$ cat config.mk
export PLATFORM = sky130hd
export DESIGN_NAME = axil_arb_2to1_flat
export DESIGN_NICKNAME = d
export VERILOG_FILES = /design/src/rtl/axil_arb_pkg.sv /design/src/rtl/axil_arb_2to1_if.sv /design/src/rtl/axil_arb_2to1_rr_pick.sv /design/src/rtl/axil_arb_2to1.sv /design/src/flat_wrapper.sv
export SDC_FILE = /design/constraint.sdc
export NUM_CORES = 1
export LEC_CHECK = 0
export BUFFER_PORTS_ARGS = -buffer_cell sky130_fd_sc_hd__buf_2
export CAP_MARGIN = 10
export CORE_AREA = 2 2 206 208
export CTS_CLUSTER_SIZE = 25
export DETAILED_ROUTE_END_ITERATION = 6
export DIE_AREA = 0 0 208 210
export GPL_TIMING_DRIVEN = 0
export PLACE_DENSITY_LB_ADDON = 0.1
export SYNTH_ARGS = -nofsm -noshare
export SYNTH_HDL_FRONTEND = slang
export SYNTH_SLANG_ARGS = --single-unit
$ cat constraint.sdc
create_clock -name axi_aclk -period 3.25 [get_ports axi_aclk]
set_clock_uncertainty 0.2 [all_clocks]
set_input_delay 0.65 -clock axi_aclk [delete_from_list [all_inputs] [get_ports axi_aclk]]
set_output_delay 0.65 -clock axi_aclk [all_outputs]
set_load 0.02 [all_outputs]
$ cat src/rtl/axil_arb_pkg.sv
// ----------------------------------------------------------------------------
// axil_arb_pkg
// Shared types and constants for the 2:1 AXI4-Lite arbiter.
//   arb_state_e : arbiter FSM states
//   arb_kind_e  : transaction kind (read/write) used for intra-port fairness
//   port_idx_t  : upstream port index (0 = PS master, 1 = fabric master)
//   RESP_*      : AXI response encodings
// ----------------------------------------------------------------------------
package axil_arb_pkg;

    typedef enum logic [2:0] {
        ST_IDLE,
        ST_WR,
        ST_WRESP,
        ST_RD,
        ST_RDATA
    } arb_state_e;

    typedef enum logic {
        KIND_RD = 1'b0,
        KIND_WR = 1'b1
    } arb_kind_e;

    typedef logic [0:0] port_idx_t;

    localparam port_idx_t PORT0 = 1'b0;
    localparam port_idx_t PORT1 = 1'b1;

    localparam logic [1:0] RESP_OKAY   = 2'b00;
    localparam logic [1:0] RESP_SLVERR = 2'b10;

endpackage

$ cat src/rtl/axil_arb_2to1_if.sv
// ----------------------------------------------------------------------------
// axil_arb_2to1_if
// AXI4-Lite channel bundle (AW, W, B, AR, R) used for both upstream ports
// and the downstream register-file port of the arbiter.
//   master modport : drives AW/W/AR payload+valid, B/R ready
//   slave  modport : drives AW/W/AR ready, B/R payload+valid
// Parameters: ADDR_W (address width), DATA_W (data width, strobe = DATA_W/8)
// ----------------------------------------------------------------------------
interface axil_arb_2to1_if #(
    parameter int unsigned ADDR_W = 40,
    parameter int unsigned DATA_W = 32
);
    logic [ADDR_W-1:0]   awaddr;
    logic [2:0]          awprot;
    logic                awvalid;
    logic                awready;

    logic [DATA_W-1:0]   wdata;
    logic [DATA_W/8-1:0] wstrb;
    logic                wvalid;
    logic                wready;

    logic [1:0]          bresp;
    logic                bvalid;
    logic                bready;

    logic [ADDR_W-1:0]   araddr;
    logic [2:0]          arprot;
    logic                arvalid;
    logic                arready;

    logic [DATA_W-1:0]   rdata;
    logic [1:0]          rresp;
    logic                rvalid;
    logic                rready;

    modport master (
        output awaddr, awprot, awvalid, input  awready,
        output wdata, wstrb, wvalid,    input  wready,
        input  bresp, bvalid,           output bready,
        output araddr, arprot, arvalid, input  arready,
        input  rdata, rresp, rvalid,    output rready
    );

    modport slave (
        input  awaddr, awprot, awvalid, output awready,
        input  wdata, wstrb, wvalid,    output wready,
        output bresp, bvalid,           input  bready,
        input  araddr, arprot, arvalid, output arready,
        output rdata, rresp, rvalid,    input  rready
    );

endinterface

$ cat src/rtl/axil_arb_2to1_rr_pick.sv
// ----------------------------------------------------------------------------
// axil_arb_rr_pick
// Combinational grant picker for the 2:1 arbiter.
//   i_wr_req[N]   : port N requests a write (AW or W valid)
//   i_rd_req[N]   : port N requests a read  (AR valid)
//   i_last_port   : port that completed the previous transaction
//   i_last_kind[N]: kind of port N's previous transaction (1 = write)
//   o_valid       : some port is requesting
//   o_port/o_kind : chosen port and transaction kind
// Port search starts after i_last_port; a port with both kinds pending takes
// the kind opposite to its previous one.
// ----------------------------------------------------------------------------
module axil_arb_rr_pick
    import axil_arb_pkg::*;
(
    input  logic [1:0] i_wr_req,
    input  logic [1:0] i_rd_req,
    input  port_idx_t  i_last_port,
    input  logic [1:0] i_last_kind,
    output logic       o_valid,
    output port_idx_t  o_port,
    output arb_kind_e  o_kind
);

    port_idx_t w_first;

    always_comb begin
        w_first = ~i_last_port;
        o_valid = |{i_wr_req, i_rd_req};
        o_kind  = KIND_RD;

        if (i_wr_req[w_first] | i_rd_req[w_first]) begin
            o_port = w_first;
        end else begin
            o_port = i_last_port;
        end

        if (i_wr_req[o_port] & i_rd_req[o_port]) begin
            o_kind = (i_last_kind[o_port] == KIND_WR) ? KIND_RD : KIND_WR;
        end else if (i_wr_req[o_port]) begin
            o_kind = KIND_WR;
        end
    end

endmodule

$ cat src/rtl/axil_arb_2to1.sv
// ----------------------------------------------------------------------------
// axil_arb_2to1
// Two-to-one AXI4-Lite arbiter sharing the register-file slave between the
// PS master (s0) and an on-fabric master (s1). One transaction in flight,
// round-robin between ports, write/read alternation within a port.
// Ports:
//   axi_aclk, axi_areset : clock, asynchronous active-high reset
//   s0, s1               : upstream AXI4-Lite ports (slave modport)
//   m                    : downstream port to the register file (master)
//   gnt_cnt0, gnt_cnt1   : completed-transaction counters per port
// Build option: AXIL_ARB_STATS_EN enables the completion counters; when not
// defined the counter outputs are tied to zero.
// ----------------------------------------------------------------------------
module axil_arb_2to1
    import axil_arb_pkg::*;
#(
    parameter int unsigned ADDR_W = 40,
    parameter int unsigned DATA_W = 32
) (
    input  logic               axi_aclk,
    input  logic               axi_areset,
    axil_arb_2to1_if.slave     s0,
    axil_arb_2to1_if.slave     s1,
    axil_arb_2to1_if.master    m,
    output logic [15:0]        gnt_cnt0,
    output logic [15:0]        gnt_cnt1
);

    arb_state_e  r_state, w_state_nxt;
    port_idx_t   r_gnt_port, w_gnt_port_nxt;
    logic        r_gnt_is_wr, w_gnt_is_wr_nxt;
    port_idx_t   r_last_port, w_last_port_nxt;
    logic [1:0]  r_last_kind, w_last_kind_nxt;
    logic        r_aw_done, w_aw_done_nxt;
    logic        r_w_done, w_w_done_nxt;

    logic [1:0]  w_wr_req;
    logic [1:0]  w_rd_req;
    logic        w_pick_valid;
    port_idx_t   w_pick_port;
    arb_kind_e   w_pick_kind;

    logic                w_gnt1;
    logic [ADDR_W-1:0]   w_sel_awaddr;
    logic [2:0]          w_sel_awprot;
    logic                w_sel_awvalid;
    logic [DATA_W-1:0]   w_sel_wdata;
    logic [DATA_W/8-1:0] w_sel_wstrb;
    logic                w_sel_wvalid;
    logic                w_sel_bready;
    logic [ADDR_W-1:0]   w_sel_araddr;
    logic [2:0]          w_sel_arprot;
    logic                w_sel_arvalid;
    logic                w_sel_rready;

    logic                w_up_awready;
    logic                w_up_wready;
    logic                w_up_arready;
    logic                w_up_bvalid;
    logic [1:0]          w_up_bresp;
    logic                w_up_rvalid;
    logic [DATA_W-1:0]   w_up_rdata;
    logic [1:0]          w_up_rresp;

    logic                w_aw_hs;
    logic                w_w_hs;
    logic                w_txn_done;

    // ------------------------------------------------------------------
    // Request decode and grant picker
    // ------------------------------------------------------------------
    assign w_wr_req = {s1.awvalid | s1.wvalid, s0.awvalid | s0.wvalid};
    assign w_rd_req = {s1.arvalid, s0.arvalid};

    axil_arb_rr_pick u_pick (
        .i_wr_req    (w_wr_req),
        .i_rd_req    (w_rd_req),
        .i_last_port (r_last_port),
        .i_last_kind (r_last_kind),
        .o_valid     (w_pick_valid),
        .o_port      (w_pick_port),
        .o_kind      (w_pick_kind)
    );

    // ------------------------------------------------------------------
    // Granted-port request mux
    // ------------------------------------------------------------------
    assign w_gnt1        = (r_gnt_port == PORT1);
    assign w_sel_awaddr  = w_gnt1 ? s1.awaddr  : s0.awaddr;
    assign w_sel_awprot  = w_gnt1 ? s1.awprot  : s0.awprot;
    assign w_sel_awvalid = w_gnt1 ? s1.awvalid : s0.awvalid;
    assign w_sel_wdata   = w_gnt1 ? s1.wdata   : s0.wdata;
    assign w_sel_wstrb   = w_gnt1 ? s1.wstrb   : s0.wstrb;
    assign w_sel_wvalid  = w_gnt1 ? s1.wvalid  : s0.wvalid;
    assign w_sel_bready  = w_gnt1 ? s1.bready  : s0.bready;
    assign w_sel_araddr  = w_gnt1 ? s1.araddr  : s0.araddr;
    assign w_sel_arprot  = w_gnt1 ? s1.arprot  : s0.arprot;
    assign w_sel_arvalid = w_gnt1 ? s1.arvalid : s0.arvalid;
    assign w_sel_rready  = w_gnt1 ? s1.rready  : s0.rready;

    // ------------------------------------------------------------------
    // FSM state register
    // ------------------------------------------------------------------
    always_ff @(posedge axi_aclk or posedge axi_areset) begin
        if (axi_areset) begin
            r_state     <= ST_IDLE;
            r_gnt_port  <= PORT0;
            r_gnt_is_wr <= 1'b0;
            r_last_port <= PORT1;
            r_last_kind <= '0;
            r_aw_done   <= 1'b0;
            r_w_done    <= 1'b0;
        end else begin
            r_state     <= w_state_nxt;
            r_gnt_port  <= w_gnt_port_nxt;
            r_gnt_is_wr <= w_gnt_is_wr_nxt;
            r_last_port <= w_last_port_nxt;
            r_last_kind <= w_last_kind_nxt;
            r_aw_done   <= w_aw_done_nxt;
            r_w_done    <= w_w_done_nxt;
        end
    end

    // ------------------------------------------------------------------
    // FSM next state and channel forwarding
    // ------------------------------------------------------------------
    always_comb begin
        w_state_nxt     = r_state;
        w_gnt_port_nxt  = r_gnt_port;
        w_gnt_is_wr_nxt = r_gnt_is_wr;
        w_last_port_nxt = r_last_port;
        w_last_kind_nxt = r_last_kind;
        w_aw_done_nxt   = r_aw_done;
        w_w_done_nxt    = r_w_done;

        w_aw_hs      = 1'b0;
        w_w_hs       = 1'b0;
        w_txn_done   = 1'b0;

        w_up_awready = 1'b0;
        w_up_wready  = 1'b0;
        w_up_arready = 1'b0;
        w_up_bvalid  = 1'b0;
        w_up_bresp   = RESP_OKAY;
        w_up_rvalid  = 1'b0;
        w_up_rdata   = '0;
        w_up_rresp   = RESP_OKAY;

        m.awaddr  = '0;
        m.awprot  = '0;
        m.awvalid = 1'b0;
        m.wdata   = '0;
        m.wstrb   = '0;
        m.wvalid  = 1'b0;
        m.bready  = 1'b0;
        m.araddr  = '0;
        m.arprot  = '0;
        m.arvalid = 1'b0;
        m.rready  = 1'b0;

        case (r_state)
            ST_IDLE: begin
                if (w_pick_valid) begin
                    w_gnt_port_nxt  = w_pick_port;
                    w_gnt_is_wr_nxt = (w_pick_kind == KIND_WR);
                    w_state_nxt     = (w_pick_kind == KIND_WR) ? ST_WR : ST_RD;
                end
            end

            ST_WR: begin
                // AW and W complete independently; a finished channel has
                // its valid masked so the slave never sees a second beat.
                m.awaddr     = w_sel_awaddr;
                m.awprot     = w_sel_awprot;
                m.awvalid    = w_sel_awvalid & ~r_aw_done;
                m.wdata      = w_sel_wdata;
                m.wstrb      = w_sel_wstrb;
                m.wvalid     = w_sel_wvalid & ~r_w_done;
                w_up_awready = m.awready & ~r_aw_done;
                w_up_wready  = m.wready & ~r_w_done;
                w_aw_hs      = w_sel_awvalid & ~r_aw_done & m.awready;
                w_w_hs       = w_sel_wvalid & ~r_w_done & m.wready;
                w_aw_done_nxt = r_aw_done | w_aw_hs;
                w_w_done_nxt  = r_w_done | w_w_hs;
                if (w_aw_done_nxt & w_w_done_nxt) begin
                    w_state_nxt   = ST_WRESP;
                    w_aw_done_nxt = 1'b0;
                    w_w_done_nxt  = 1'b0;
                end
            end

            ST_WRESP: begin
                w_up_bvalid = m.bvalid;
                w_up_bresp  = m.bresp;
                m.bready    = w_sel_bready;
                if (m.bvalid & w_sel_bready) begin
                    w_txn_done  = 1'b1;
                    w_state_nxt = ST_IDLE;
                end
            end

            ST_RD: begin
                m.araddr     = w_sel_araddr;
                m.arprot     = w_sel_arprot;
                m.arvalid    = w_sel_arvalid;
                w_up_arready = m.arready;
                if (w_sel_arvalid & m.arready) begin
                    w_state_nxt = ST_RDATA;
                end
            end

            ST_RDATA: begin
                w_up_rvalid = m.rvalid;
                w_up_rdata  = m.rdata;
                w_up_rresp  = m.rresp;
                m.rready    = w_sel_rready;
                if (m.rvalid & w_sel_rready) begin
                    w_txn_done  = 1'b1;
                    w_state_nxt = ST_IDLE;
                end
            end

            default: begin
                w_state_nxt = ST_IDLE;
            end
        endcase

        if (w_txn_done) begin
            w_last_port_nxt              = r_gnt_port;
            w_last_kind_nxt[r_gnt_port]  = r_gnt_is_wr;
        end
    end

    // ------------------------------------------------------------------
    // Upstream fan-out: non-granted port sees zeros on every output
    // ------------------------------------------------------------------
    assign s0.awready = ~w_gnt1 & w_up_awready;
    assign s0.wready  = ~w_gnt1 & w_up_wready;
    assign s0.arready = ~w_gnt1 & w_up_arready;
    assign s0.bvalid  = ~w_gnt1 & w_up_bvalid;
    assign s0.bresp   = w_gnt1 ? '0 : w_up_bresp;
    assign s0.rvalid  = ~w_gnt1 & w_up_rvalid;
    assign s0.rdata   = w_gnt1 ? '0 : w_up_rdata;
    assign s0.rresp   = w_gnt1 ? '0 : w_up_rresp;

    assign s1.awready = w_gnt1 & w_up_awready;
    assign s1.wready  = w_gnt1 & w_up_wready;
    assign s1.arready = w_gnt1 & w_up_arready;
    assign s1.bvalid  = w_gnt1 & w_up_bvalid;
    assign s1.bresp   = w_gnt1 ? w_up_bresp : '0;
    assign s1.rvalid  = w_gnt1 & w_up_rvalid;
    assign s1.rdata   = w_gnt1 ? w_up_rdata : '0;
    assign s1.rresp   = w_gnt1 ? w_up_rresp : '0;

    // ------------------------------------------------------------------
    // Completion counters
    // ------------------------------------------------------------------
`ifdef AXIL_ARB_STATS_EN
    logic [15:0] r_cnt0;
    logic [15:0] r_cnt1;

    always_ff @(posedge axi_aclk or posedge axi_areset) begin
        if (axi_areset) begin
            r_cnt0 <= '0;
            r_cnt1 <= '0;
        end else if (w_txn_done) begin
            if (r_gnt_port == PORT0) begin
                r_cnt0 <= r_cnt0 + 16'd1;
            end else begin
                r_cnt1 <= r_cnt1 + 16'd1;
            end
        end
    end

    assign gnt_cnt0 = r_cnt0;
    assign gnt_cnt1 = r_cnt1;
`else
    assign gnt_cnt0 = '0;
    assign gnt_cnt1 = '0;
`endif

endmodule

$ cat src/flat_wrapper.sv
// flat-port wrapper written by rule: the top's interface ports become plain ports
module axil_arb_2to1_flat import axil_arb_pkg::*;
#(
    parameter int unsigned ADDR_W = 40,
    parameter int unsigned DATA_W = 32
)
  (axi_aclk, axi_areset, gnt_cnt0, gnt_cnt1, s0_awaddr, s0_awprot, s0_awvalid, s0_awready, s0_wdata, s0_wstrb, s0_wvalid, s0_wready, s0_bresp, s0_bvalid, s0_bready, s0_araddr, s0_arprot, s0_arvalid, s0_arready, s0_rdata, s0_rresp, s0_rvalid, s0_rready, s1_awaddr, s1_awprot, s1_awvalid, s1_awready, s1_wdata, s1_wstrb, s1_wvalid, s1_wready, s1_bresp, s1_bvalid, s1_bready, s1_araddr, s1_arprot, s1_arvalid, s1_arready, s1_rdata, s1_rresp, s1_rvalid, s1_rready, m_awaddr, m_awprot, m_awvalid, m_awready, m_wdata, m_wstrb, m_wvalid, m_wready, m_bresp, m_bvalid, m_bready, m_araddr, m_arprot, m_arvalid, m_arready, m_rdata, m_rresp, m_rvalid, m_rready);
  axil_arb_2to1_if #(.ADDR_W(ADDR_W), .DATA_W(DATA_W)) s0_i ();
  axil_arb_2to1_if #(.ADDR_W(ADDR_W), .DATA_W(DATA_W)) s1_i ();
  axil_arb_2to1_if #(.ADDR_W(ADDR_W), .DATA_W(DATA_W)) m_i ();
  input  logic axi_aclk;
  input  logic axi_areset;
  output logic [15:0] gnt_cnt0;
  output logic [15:0] gnt_cnt1;
  input wire logic [$bits(s0_i.awaddr)-1:0] s0_awaddr;
  input wire logic [$bits(s0_i.awprot)-1:0] s0_awprot;
  input wire logic [$bits(s0_i.awvalid)-1:0] s0_awvalid;
  output wire logic [$bits(s0_i.awready)-1:0] s0_awready;
  input wire logic [$bits(s0_i.wdata)-1:0] s0_wdata;
  input wire logic [$bits(s0_i.wstrb)-1:0] s0_wstrb;
  input wire logic [$bits(s0_i.wvalid)-1:0] s0_wvalid;
  output wire logic [$bits(s0_i.wready)-1:0] s0_wready;
  output wire logic [$bits(s0_i.bresp)-1:0] s0_bresp;
  output wire logic [$bits(s0_i.bvalid)-1:0] s0_bvalid;
  input wire logic [$bits(s0_i.bready)-1:0] s0_bready;
  input wire logic [$bits(s0_i.araddr)-1:0] s0_araddr;
  input wire logic [$bits(s0_i.arprot)-1:0] s0_arprot;
  input wire logic [$bits(s0_i.arvalid)-1:0] s0_arvalid;
  output wire logic [$bits(s0_i.arready)-1:0] s0_arready;
  output wire logic [$bits(s0_i.rdata)-1:0] s0_rdata;
  output wire logic [$bits(s0_i.rresp)-1:0] s0_rresp;
  output wire logic [$bits(s0_i.rvalid)-1:0] s0_rvalid;
  input wire logic [$bits(s0_i.rready)-1:0] s0_rready;
  input wire logic [$bits(s1_i.awaddr)-1:0] s1_awaddr;
  input wire logic [$bits(s1_i.awprot)-1:0] s1_awprot;
  input wire logic [$bits(s1_i.awvalid)-1:0] s1_awvalid;
  output wire logic [$bits(s1_i.awready)-1:0] s1_awready;
  input wire logic [$bits(s1_i.wdata)-1:0] s1_wdata;
  input wire logic [$bits(s1_i.wstrb)-1:0] s1_wstrb;
  input wire logic [$bits(s1_i.wvalid)-1:0] s1_wvalid;
  output wire logic [$bits(s1_i.wready)-1:0] s1_wready;
  output wire logic [$bits(s1_i.bresp)-1:0] s1_bresp;
  output wire logic [$bits(s1_i.bvalid)-1:0] s1_bvalid;
  input wire logic [$bits(s1_i.bready)-1:0] s1_bready;
  input wire logic [$bits(s1_i.araddr)-1:0] s1_araddr;
  input wire logic [$bits(s1_i.arprot)-1:0] s1_arprot;
  input wire logic [$bits(s1_i.arvalid)-1:0] s1_arvalid;
  output wire logic [$bits(s1_i.arready)-1:0] s1_arready;
  output wire logic [$bits(s1_i.rdata)-1:0] s1_rdata;
  output wire logic [$bits(s1_i.rresp)-1:0] s1_rresp;
  output wire logic [$bits(s1_i.rvalid)-1:0] s1_rvalid;
  input wire logic [$bits(s1_i.rready)-1:0] s1_rready;
  output wire logic [$bits(m_i.awaddr)-1:0] m_awaddr;
  output wire logic [$bits(m_i.awprot)-1:0] m_awprot;
  output wire logic [$bits(m_i.awvalid)-1:0] m_awvalid;
  input wire logic [$bits(m_i.awready)-1:0] m_awready;
  output wire logic [$bits(m_i.wdata)-1:0] m_wdata;
  output wire logic [$bits(m_i.wstrb)-1:0] m_wstrb;
  output wire logic [$bits(m_i.wvalid)-1:0] m_wvalid;
  input wire logic [$bits(m_i.wready)-1:0] m_wready;
  input wire logic [$bits(m_i.bresp)-1:0] m_bresp;
  input wire logic [$bits(m_i.bvalid)-1:0] m_bvalid;
  output wire logic [$bits(m_i.bready)-1:0] m_bready;
  output wire logic [$bits(m_i.araddr)-1:0] m_araddr;
  output wire logic [$bits(m_i.arprot)-1:0] m_arprot;
  output wire logic [$bits(m_i.arvalid)-1:0] m_arvalid;
  input wire logic [$bits(m_i.arready)-1:0] m_arready;
  input wire logic [$bits(m_i.rdata)-1:0] m_rdata;
  input wire logic [$bits(m_i.rresp)-1:0] m_rresp;
  input wire logic [$bits(m_i.rvalid)-1:0] m_rvalid;
  output wire logic [$bits(m_i.rready)-1:0] m_rready;
  assign s0_i.awaddr = s0_awaddr;
  assign s0_i.awprot = s0_awprot;
  assign s0_i.awvalid = s0_awvalid;
  assign s0_awready = s0_i.awready;
  assign s0_i.wdata = s0_wdata;
  assign s0_i.wstrb = s0_wstrb;
  assign s0_i.wvalid = s0_wvalid;
  assign s0_wready = s0_i.wready;
  assign s0_bresp = s0_i.bresp;
  assign s0_bvalid = s0_i.bvalid;
  assign s0_i.bready = s0_bready;
  assign s0_i.araddr = s0_araddr;
  assign s0_i.arprot = s0_arprot;
  assign s0_i.arvalid = s0_arvalid;
  assign s0_arready = s0_i.arready;
  assign s0_rdata = s0_i.rdata;
  assign s0_rresp = s0_i.rresp;
  assign s0_rvalid = s0_i.rvalid;
  assign s0_i.rready = s0_rready;
  assign s1_i.awaddr = s1_awaddr;
  assign s1_i.awprot = s1_awprot;
  assign s1_i.awvalid = s1_awvalid;
  assign s1_awready = s1_i.awready;
  assign s1_i.wdata = s1_wdata;
  assign s1_i.wstrb = s1_wstrb;
  assign s1_i.wvalid = s1_wvalid;
  assign s1_wready = s1_i.wready;
  assign s1_bresp = s1_i.bresp;
  assign s1_bvalid = s1_i.bvalid;
  assign s1_i.bready = s1_bready;
  assign s1_i.araddr = s1_araddr;
  assign s1_i.arprot = s1_arprot;
  assign s1_i.arvalid = s1_arvalid;
  assign s1_arready = s1_i.arready;
  assign s1_rdata = s1_i.rdata;
  assign s1_rresp = s1_i.rresp;
  assign s1_rvalid = s1_i.rvalid;
  assign s1_i.rready = s1_rready;
  assign m_awaddr = m_i.awaddr;
  assign m_awprot = m_i.awprot;
  assign m_awvalid = m_i.awvalid;
  assign m_i.awready = m_awready;
  assign m_wdata = m_i.wdata;
  assign m_wstrb = m_i.wstrb;
  assign m_wvalid = m_i.wvalid;
  assign m_i.wready = m_wready;
  assign m_i.bresp = m_bresp;
  assign m_i.bvalid = m_bvalid;
  assign m_bready = m_i.bready;
  assign m_araddr = m_i.araddr;
  assign m_arprot = m_i.arprot;
  assign m_arvalid = m_i.arvalid;
  assign m_i.arready = m_arready;
  assign m_i.rdata = m_rdata;
  assign m_i.rresp = m_rresp;
  assign m_i.rvalid = m_rvalid;
  assign m_rready = m_i.rready;
  axil_arb_2to1 #(.ADDR_W(ADDR_W), .DATA_W(DATA_W)) u_core (.axi_aclk(axi_aclk), .axi_areset(axi_areset), .s0(s0_i), .s1(s1_i), .m(m_i), .gnt_cnt0(gnt_cnt0), .gnt_cnt1(gnt_cnt1));
endmodule
# == Word level (Yosys, flattened, before mapping) ==
# Cells that the tools add are included.
# totals
regBits,10
inputBits,297
wordCells,120
output_inout_bits,241
# op_classes
n_bitwise,30
n_lt_le_gt_ge,4
n_eq_ne,9
mux,65
n_reduce_logical,5
# ops
cell,n
two-way mux 32 bit,5
two-way mux 40 bit,4
two-way mux 1 bit,34
two-way mux 3 bit,9
AND 1 bit,21
case mux 3 bit (5 select lines),1
two-way mux 2 bit,7
two-way mux 4 bit,2
"inequality test 2 x 1 -> 1 bit, second input constant",4
"== test 3 x 2 -> 1 bit, second input constant",2
"< comparator 1 x 2 -> 1 bit, second input constant",3
OR 1 bit,5
AND reduction 5 bit,1
inverter 1 bit,4
OR reduction 4 bit,1
"== test 3 x 1 -> 1 bit, second input constant",1
"== test 3 bit, second input constant",1
zero test 3 bit,1
bitwise mux 2 bit,1
"inequality test 2 bit, second input constant",1
case mux 1 bit (2 select lines),1
AND reduction 2 bit,1
demux 1 bit (select 1 bit),1
">= comparator 1 bit, second input constant",1
logical AND 1 bit,1

# == Depth between registers and ports, before layout ==
# depth
word_depth,12
mapped_depth,6
ltp_nobuf,4

# == Modules after synthesis ==
# A second synthesis with hierarchy kept.
# hier_totals
cells_unflattened,479
hier_area_um2,3355.7
# by_module_without_submodules
module,seq_area_each_um2,area_each_um2,cells_per_inst,n_inst
axil_arb_2to1,251.5,3289.4,468,1
axil_arb_rr_pick,0.0,66.3,11,1

# == Worst setup path before layout ==
# No wires, ideal clock.
# synth_path
path_type,reg-to-output
startpoint,register u_core.r_state[2]
endpoint,output s0_awready
arrival_ns,1.687
path_slack_ns,0.713
required_ns,2.400
path_buffers,1
path_stages_with_launch,5
path_cell_list,dfrtp_1 > nor2_1 > nand2_1 > buf_2 > nor4b_1
# synth_between
elab_chain_cells,3
# synth_lines
element,line,source
start: declaration,axil_arb_2to1.sv:29,"arb_state_e r_state, w_state_nxt;"
start signal: assignment,axil_arb_2to1.sv:114,r_state <= w_state_nxt;
== test 3 x 1 -> 1 bit,axil_arb_2to1.sv:161,case (r_state)
two-way mux 1 bit,axil_arb_2to1.sv:161,
AND 1 bit,axil_arb_2to1.sv:237,assign s0.awready = ~w_gnt1 & w_up_awready;
end: declaration,flat_wrapper.sv:18,output wire logic [$bits(s0_i.awready)-1:0] s0_awready;
# No other way between the ends.

# == Worst setup path after layout ==
# layout_path
startpoint,register u_core.r_state[1]
endpoint,output s0_bvalid
# layout_between
elab_chain_cells,3
# layout_lines
element,line,source
== test 3 x 2 -> 1 bit,axil_arb_2to1.sv:161,
two-way mux 1 bit,axil_arb_2to1.sv:161,
AND 1 bit,axil_arb_2to1.sv:240,assign s0.bvalid = ~w_gnt1 & w_up_bvalid;
end: declaration,flat_wrapper.sv:24,output wire logic [$bits(s0_i.bvalid)-1:0] s0_bvalid;
# No other way between the ends.

==> impl_metrics.toml <==
[die]
core-area_sq_um = 41500
ios = 538
die-area_sq_um = 43700
rows = 75
die_h_um = 210
initial_core_util = 0.0814
die_w_um = 208

[yosys]
syn-cell-area_sq_um = 3380
yosysWarningCount = 0
ys_seq_area_frac = 0.0744
syn-instance-count = 469
synth_edf_count = 0
synthDistinctLibCells = 46
synthArstFlopShare = 1.00
synthFlopType = "dfrtp_1"
ys_seq_elements = 10
syn_area_per_cell_sq_um = 7.20

[timing]
fin_crit_sh = 0.932
setup_viol = 0
rsz0062_at_grt = "no"
tightestPinTransition_ps = 596
maxSlewHeadroom = 0.603
fmax_mhz = 330
drv_slew = 0
hold_viol = 0
finalSetupTns_ps = 0
fin_crit_ps = 3030

[global_routing]
track_usage = 0.0974
grt_pass1_vias = 5251
grt_max_degree = 11
grt_overflow = 0
antenna_found_initial = 1
grt_pass1_wl_mm = 32.6

[clocking]
clk_pin_slew_worst_paths_ps = 40
cts_max_level = 1
root_buffer = "clkbuf_16"
cts_buffers = 3
cts_tree = "yes"
clock_latency_ps = 240
clock_sinks = 10
cts_buffer_depth = 2
hold_buffers = 0

[setup_path]
required_ps = 2400
startpoint_type = "flop"
arrival_ps = 2180
crit_path_end_kind = "primary output"
crit_type = "flop to primary output"
r2r_slack_ps = 1450
cp_max_fo = 7

[placement]
gp_congestion = 0.764
io_buffers = 505
placed_area_sq_um = 6700
place_hpwl_mm = 20.4

[routing]
wire_per_inst_um = 14.8
vias_per_cell = 3.31
antenna_left = 0
drtIter0Drc = 128
drtPass1Iterations = 4
via_count = 5120
drc = 0
wl_mm = 22.9

[pwr]
p_total_w = 0.00435
total_leakage_power_nw = 4.14
vdd_drop_max_v = 0.000234
power_density_nw_per_um2 = 640

[cells_and_area]
seq_area_sq_um = 251
stdcell_area_sq_um = 6800
fin_nets = 1307
fillers = 4848
area.growth.synth_to_final_pct = 101
multiInputGateArea_sq_um = 2780
drive_above_1_share = 0.590

[job]
max_cap_violations = 0

[outcome]
outcome = "finished, final reports clean"

[worst_hold_path]
hold_class = "primary input to async pin"
cells in the mapped netlist, types with 2 or more instances:
master / instances / area (sq um)
nand2b_1: 2 / 12.5
buf_1: 2 / 7.51
a21oi_2: 2 / 17.5
nor4b_1: 2 / 17.5
and2_1: 76 / 475
buf_4: 41 / 308
and3_1: 7 / 43.8
nor3_1: 2 / 10.0
mux2_1: 2 / 22.5
nand2_1: 5 / 18.8
inv_1: 3 / 11.3
nor2b_1: 3 / 18.8
dfrtp_1: 9 / 225
a21oi_1: 5 / 25.0
clkbuf_2: 6 / 30.0
mux2_2: 5 / 56.3
buf_2: 18 / 90.1
mux2i_1: 123 / 1230
nor2_1: 128 / 480
clkbuf_1: 2 / 7.51
metrics by stage:
stage                util  setup WS (ps)  hold slack (ps)  cells
detailed placement  0.161            228              308   1544
finish              0.164            222              209   1549
CTS                 0.164           41.8              227   1548
global route        0.164           8.48              257   1548
global placement    0.161            255              304   1544
floorplan               -            713              277    500
worst paths after layout:
kind	start	end	depth (start not counted)
worst max-delay path	u_core.r_state[1]	s0_bvalid	5
worst min-delay path	axi_areset	u_core.r_last_kind[1]	2
worst max register to register	u_core.r_gnt_port	u_core.r_last_kind[0]	5
worst min register to register	u_core.r_last_kind[1]	u_core.r_last_kind[1]	1
max in group asynchronous	axi_areset	u_core.r_last_port	2
min in group axi_aclk	u_core.r_last_kind[1]	u_core.r_last_kind[1]	1
cell families after synthesis:
family,count (synthesis),synth area share
other,1,0.00111
buffers and inverters,73,0.138
AO/OA/AOI/OAI,19,0.0485
AND/OR/NAND/NOR,235,0.346
multiplexers,131,0.392
flip-flops,10,0.0744
repair_timing:
| item | in CTS | in global routing |
|---|---|---|
| buffers inserted | 0 | 0 |
| resized for setup | 1 | 8 |
| gates cloned | 0 | 0 |
| endpoints found under the setup margin | 2 | 11 |
report_power, final:
group | total [W] | internal [W] | switching (W) | leakage, nW
clock | 0.000247 | 0.000185 | 0.0000614 | 0.0442
sequential | 0.000238 | 0.000185 | 0.0000531 | 0.121
combinational | 0.00386 | 0.00144 | 0.00242 | 3.98
total | 0.00435 | 0.00181 | 0.00254 | 4.14
sequential cells by signal, indices dropped and copies added, names as in the netlist:
signal and flops:
u_core.r_state 3, u_core.r_last_kind 2, u_core.r_aw_done 1, u_core.r_gnt_is_wr 1, u_core.r_gnt_port 1, u_core.r_last_port 1
u_core.r_w_done 1
layout make-up:
cell class,count,share of cell area
Inverter,3,0.00166
Clock buffer,4,0.0131
Tap cell,539,0.0992
Multi-Input combinational cell,417,0.409
Antenna cell,1,0.000368
Sequential cell,10,0.0370
Buffer,70,0.0676
Timing Repair Buffer,505,0.372
worst max-delay path, stage by stage, from the launching register on:
cell     delay (ps)
dfrtp_1         470
nor2b_2         250
and2b_1         430
nor2b_2         380
and2_1          210
buf_2           200
layout by cell type, fill, tap and decap left out, types with 3 or more instances in the layout:
master / netlist / routed
inv_1: 3 / 3
a21oi_1: 5 / 5
clkbuf_2: 6 / 8
nor2_1: 128 / 128
conb_1: 1 / 32
dfrtp_1: 9 / 9
mux2i_1: 123 / 123
mux2_2: 5 / 5
nand2_1: 5 / 4
and3_1: 7 / 7
and2_1: 76 / 76
buf_4: 41 / 41
buf_2: 18 / 522
clkbuf_16: 0 / 3
routing by layer:
metal | vias to the layer above | part of all wire | track usage
met5 | - | 0 | 0
met4 | 0 | 0.0061 | 0.0115
met3 | 8 | 0.061 | 0.0143
met2 | 294 | 0.57 | 0.207
met1 | 2236 | 0.36 | 0.101
li1 | 2582 | - | -
No activity file was read; power rests on OpenSTA's default activity.
